<file path="config.mk">
export PLATFORM = sky130hd
export DESIGN_NAME = unified_mem_arbiter
export DESIGN_NICKNAME = d
export VERILOG_FILES = /design/src/rtl/unified_mem_arbiter.sv
export SDC_FILE = /design/constraint.sdc
export NUM_CORES = 1
export LEC_CHECK = 0
export ABC_AREA = 1
export BUFFER_PORTS_ARGS = -buffer_cell sky130_fd_sc_hd__clkbuf_2
export CELL_PAD_IN_SITES_DETAIL_PLACEMENT = 1
export CELL_PAD_IN_SITES_GLOBAL_PLACEMENT = 1
export CORE_ASPECT_RATIO = 0.75
export CORE_MARGIN = 2
export CORE_UTILIZATION = 35
export CTS_CLUSTER_SIZE = 40
export DETAILED_ROUTE_END_ITERATION = 10
export PLACE_DENSITY_LB_ADDON = 0.1
export SLEW_MARGIN = 20
export SYNTH_ARGS = -nofsm -noshare
export SYNTH_HDL_FRONTEND = slang
export SYNTH_SLANG_ARGS = --single-unit
</file>
<file path="constraint.sdc">
create_clock -name clk -period 3.96 [get_ports clk]
set_clock_uncertainty 0.2 [all_clocks]
set_input_delay 0.198 -clock clk [delete_from_list [all_inputs] [get_ports clk]]
set_output_delay 0.198 -clock clk [all_outputs]
set_load 0.005 [all_outputs]
</file>
<file path="src/rtl/unified_mem_arbiter.sv">
// Arbiter that shares one single-ported memory between instruction fetch and data access.
// Optional MEM_TIMEOUT_EN aborts a transfer stuck waiting for mem_ready for MAX_WAIT cycles.
module unified_mem_arbiter #(
    parameter int ADDR_W   = 32,
    parameter int DATA_W   = 32,
    parameter int MAX_WAIT = 15
) (
    input  logic                clk,
    input  logic                rst_n,
    input  logic                if_req,
    input  logic [ADDR_W-1:0]   if_addr,
    output logic [DATA_W-1:0]   if_rdata,
    output logic                if_valid,
    input  logic                dm_req,
    input  logic                dm_we,
    input  logic [ADDR_W-1:0]   dm_addr,
    input  logic [DATA_W-1:0]   dm_wdata,
    input  logic [DATA_W/8-1:0] dm_wstrb,
    output logic [DATA_W-1:0]   dm_rdata,
    output logic                dm_valid,
    output logic                mem_req,
    output logic                mem_we,
    output logic [ADDR_W-1:0]   mem_addr,
    output logic [DATA_W-1:0]   mem_wdata,
    output logic [DATA_W/8-1:0] mem_wstrb,
    input  logic                mem_ready,
    input  logic [DATA_W-1:0]   mem_rdata,
    output logic                stall_if,
    output logic                stall_mem,
    output logic                timeout_err
);

    localparam logic [2:0] IDLE    = 3'd0;
    localparam logic [2:0] IF_BUSY = 3'd1;
    localparam logic [2:0] DM_BUSY = 3'd2;
    localparam logic [2:0] IF_DONE = 3'd3;
    localparam logic [2:0] DM_DONE = 3'd4;

    logic [2:0] state_reg;
    logic       abort;

`ifdef MEM_TIMEOUT_EN
    localparam int CNT_W = $clog2(MAX_WAIT + 1);

    logic [CNT_W-1:0] wait_cnt_reg;
    logic             busy;

    assign busy  = (state_reg == IF_BUSY) || (state_reg == DM_BUSY);
    // The MAX_WAIT-th not-ready BUSY cycle is the last one tolerated.
    assign abort = busy && !mem_ready && (wait_cnt_reg == CNT_W'(MAX_WAIT - 1));

    always_ff @(posedge clk or negedge rst_n) begin
        if (!rst_n) begin
            wait_cnt_reg <= '0;
            timeout_err  <= 1'b0;
        end else begin
            timeout_err <= abort;
            if (!busy)
                wait_cnt_reg <= '0;
            else if (!mem_ready)
                wait_cnt_reg <= wait_cnt_reg + 1'b1;
        end
    end
`else
    assign abort       = 1'b0;
    assign timeout_err = 1'b0;
`endif

    always_ff @(posedge clk or negedge rst_n) begin
        if (!rst_n) begin
            state_reg <= IDLE;
            mem_req   <= 1'b0;
            mem_we    <= 1'b0;
            mem_addr  <= '0;
            mem_wdata <= '0;
            mem_wstrb <= '0;
            if_valid  <= 1'b0;
            dm_valid  <= 1'b0;
            if_rdata  <= '0;
            dm_rdata  <= '0;
        end else begin
            if_valid <= 1'b0;
            dm_valid <= 1'b0;
            case (state_reg)
                IDLE: begin
                    // Data wins ties: it belongs to the older instruction.
                    if (dm_req) begin
                        state_reg <= DM_BUSY;
                        mem_req   <= 1'b1;
                        mem_we    <= dm_we;
                        mem_addr  <= dm_addr;
                        mem_wdata <= dm_wdata;
                        mem_wstrb <= dm_wstrb;
                    end else if (if_req) begin
                        state_reg <= IF_BUSY;
                        mem_req   <= 1'b1;
                        mem_we    <= 1'b0;
                        mem_addr  <= if_addr;
                        mem_wstrb <= '0;
                    end
                end
                IF_BUSY: begin
                    if (mem_ready || abort) begin
                        state_reg <= IF_DONE;
                        mem_req   <= 1'b0;
                        if_valid  <= 1'b1;
                        if_rdata  <= mem_ready ? mem_rdata : '0;
                    end
                end
                DM_BUSY: begin
                    if (mem_ready || abort) begin
                        state_reg <= DM_DONE;
                        mem_req   <= 1'b0;
                        dm_valid  <= 1'b1;
                        if (!mem_we)
                            dm_rdata <= mem_ready ? mem_rdata : '0;
                    end
                end
                // The finishing requester still holds req here, so no grant this cycle.
                IF_DONE, DM_DONE: state_reg <= IDLE;
                default:          state_reg <= IDLE;
            endcase
        end
    end

    assign stall_if  = if_req & ~if_valid;
    assign stall_mem = dm_req & ~dm_valid;

endmodule
</file>
==> results.md <==
| Parameter | This run |
|---|---|
| Setup TNS | 0 ps |
| Max Clock Freq | 0.337 GHz |
| I/O pin cnt | 277 |
| Final-report hold violation count | 0 |
| Total wire length | 20,800 µm |
| Antenna violations before repair | 0 |
| Clock latency on the worst-skew pair | 410 ps |
| Unrepaired setup endpoints after global routing | false |
| Vias in the first global route | 6,288 |
| Period Utilization, post-route | 75.0% |
| Routed via count | 5,864 |
| All-Layer GR Usage | 24.4% |
| Sequential share of the synthesized area | 60.9% |
| Pre-Repair DR Iteration Count | 6 |
| Final core utilization | 56.8% |
| Total leakage power | 4.84 nW |
| Startpoint type of the worst setup path | input pin |
| Placed standard-cell area | 7170 µm² |
| Hold crit path type | in -> reg |
| Number of gates given a new drive strength after cts | 0 |
| Yosys reg bits | 139 |
| Power per standard cell area | 711 nW/µm² |
| Critical Setup Path Class | in -> reg |
| Number of max-capacitance violations reported | 0 |
| Count of inserted antenna diode cells | 0 |
| Data required time of the critical path | 4050 ps |
| Synthesized instance count | 635 |
| Number of distinct library cells after synthesis | 20 |
| Initial cell density of the core | 35.7% |
| Number of routed nets with antenna violations | 0 |
| Weighted congestion at the end of routability-driven global placement | 0.787 |
| Overall overflow remaining after global route | 0 |
| Reg clk slew, reported paths | 60 ps |
| Clock tree root driver cell | sky130_fd_sc_hd__clkbuf_16 |
| Per-cell via count in the routed design | 4.73 |
| Capturing element type of the critical path | flip-flop |
| Remaining DRCs | 0 |
| Placement Rows | 40 |
| Number of hold-repair buffers added at the cts stage | 128 |
| H-Tree Depth | 4 |
| Relative area change from synthesis to final layout | 59.1% |
| Fillcell total | 1,917 |
| Measured slew at the worst slew-check pin | 991 ps |
| Power consumption | 6.46 mW |
| Sink count of the clock tree | 139 |
| Setup Viol. Count Final | 0 |
| Most area-hungry cell type in the Yosys netlist | sky130_fd_sc_hd__dfrtp_1 |
| Post-Syn Area | 5710 µm² |
| Die Y | 115 µm |
| Peak supply drop | 0.000305 V |
| Slew headroom | 33.8% |
| Top-count cell post-synth | sky130_fd_sc_hd__nand2_1 |
| Mean instance size in the synthesized netlist | 8.99 µm² |
| Yosys top cell area share | 60.9% |
| Initial detailed-routing violation count | 260 |
| Share of final-layout standard cells stronger than drive strength 1 | 34.0% |
| Floorplan die area | 17,400 µm² |
| Critical path data arrival time | 3060 ps |
| Dominant synthesized flop cell | sky130_fd_sc_hd__dfrtp_1 |
| Async set-or-reset flop fraction in the synthesized netlist | 100% |
| Nets in the synthesized netlist | 773 |
| Post-CTS setup buffer count | 0 |
| Number of input and output port buffers inserted | 275 |
| Width of the die | 152 µm |
| TritonCTS buffer count | 17 |
| Top cells by count, synth | sky130_fd_sc_hd__nand2_1 (206), sky130_fd_sc_hd__dfrtp_1 (139), sky130_fd_sc_hd__nand3_1 (61) |
| Max Fanout on Critical Path | 44 |
| Max-slew violation count | 0 |
| EDFF count, synth | 0 |
| Max Buffers Root-to-Sink | 2 |
| Pin count of the biggest net entering global routing | 94 |
| Drt wl/cell | 16.8 µm |
| Number of nets in the final layout | 1,156 |
| Core box area | 16,000 µm² |
| Run status | completed |
| Global-route wire length before repair | 32,500 µm |
| Yosys warning count | 0 |
| Leading cell types by total area after synthesis | sky130_fd_sc_hd__dfrtp_1 (61%), sky130_fd_sc_hd__nand2_1 (14%), sky130_fd_sc_hd__nand3_1 (5.3%) |
| Final critical-path required period | 2970 ps |
| Design area | 9090 µm² |
| TritonCTS clock tree | built |
| DPL Wire Length | 12,900 µm |
==> worst max-delay path, cell delays in order <==
cell and delay (ps):
sky130_fd_sc_hd__dlygate4sd3_1 530, sky130_fd_sc_hd__clkbuf_2 110, sky130_fd_sc_hd__inv_1 310, sky130_fd_sc_hd__nor2_2 830, sky130_fd_sc_hd__nand2_2 730, sky130_fd_sc_hd__nand2_1 260
sky130_fd_sc_hd__nand2_1 80
==> layout make-up <==
type	count	area, µm²	share of cell area (%)
sequential	139	3480	38.3
timing repair buffer	406	2690	29.6
multi-input combinational	434	1950	21.5
clock buffer	19	443	4.87
tap	210	263	2.89
clock inverter	13	190	2.09
inverter	20	76.3	0.840
==> metrics by stage <==
step / instances / setup slack [ps] / hold slack (ps)
6_report: 1241 / 991 / 6.47
5_1_grt: 1241 / 649 / 22.4
4_1_cts: 1241 / 940 / 0.00949
3_5_place_dp: 1081 / 1050 / 145
3_3_place_gp: 1081 / 1220 / 132
2_1_floorplan: 635 / 2490 / -298
==> power by group <==
part / internal, mW / switching, mW / total [mW]
Combinational: 0.951 / 1.33 / 2.28
Clock: 1.08 / 0.621 / 1.70
Sequential: 2.09 / 0.388 / 2.48
==> layer usage <==
layer  share of wire [%]  GRT usage (%)  vias to the layer above  wire, µm
li1                    -              -                     2811         -
met1                  41           28.9                     2827      8460
met2                  50           42.1                      190     10400
met3                 7.1           7.45                       36      1480
met4                 2.1           8.70                        0       444
met5                   0              0                        -         0
==> worst paths after layout <==
path / startpoint / end / slack, ps / cells past startpoint
setup / recovery: mem_ready / dm_rdata[16]$_DFFE_PN0P_ / 990 / 7
hold / removal: dm_addr[11] / mem_addr[11]$_DFFE_PN0P_ / 6 / 4
setup reg to reg: state_reg[0]$_DFFE_PN0P_ / dm_rdata[16]$_DFFE_PN0P_ / 1180 / 6
hold reg to reg: mem_wdata[25]$_DFFE_PN0P_ / mem_wdata[25]$_DFFE_PN0P_ / 270 / 2
max in group asynchronous: rst_n / mem_addr[26]$_DFFE_PN0P_ / 2440 / 3
min in group asynchronous: rst_n / if_rdata[29]$_DFFE_PN0P_ / 240 / 2
==> kinds of logic after synthesis <==
| group | after synthesis | share of synthesized area (%) |
|---|---|---|
| buf+inv | 62 | 4.97 |
| other cells | 1 | 0.0657 |
| simple gates | 321 | 24.2 |
| compound gates | 112 | 9.81 |
| flops | 139 | 60.9 |
==> cells in the final DEF (no fill, tap or decap), types with 2 or more instances in the layout <==
master                            n
sky130_fd_sc_hd__a21oi_1         13
sky130_fd_sc_hd__buf_4            3
sky130_fd_sc_hd__bufinv_16        4
sky130_fd_sc_hd__clkbuf_16       17
sky130_fd_sc_hd__clkbuf_2       274
sky130_fd_sc_hd__clkinv_2         2
sky130_fd_sc_hd__clkinv_4         2
sky130_fd_sc_hd__clkinvlp_4       4
sky130_fd_sc_hd__dfrtp_1        139
sky130_fd_sc_hd__dlygate4sd3_1  128
sky130_fd_sc_hd__inv_1           17
sky130_fd_sc_hd__inv_2            2
sky130_fd_sc_hd__inv_6            2
sky130_fd_sc_hd__nand2_1        205
sky130_fd_sc_hd__nand2_2          2
sky130_fd_sc_hd__nand3_1         61
sky130_fd_sc_hd__nor2_1          16
sky130_fd_sc_hd__nor2_2           3
sky130_fd_sc_hd__o21ai_0         55
sky130_fd_sc_hd__o21ai_1         44
sky130_fd_sc_hd__or2_2           32
Note: power is estimated with default switching activity, not from simulation.
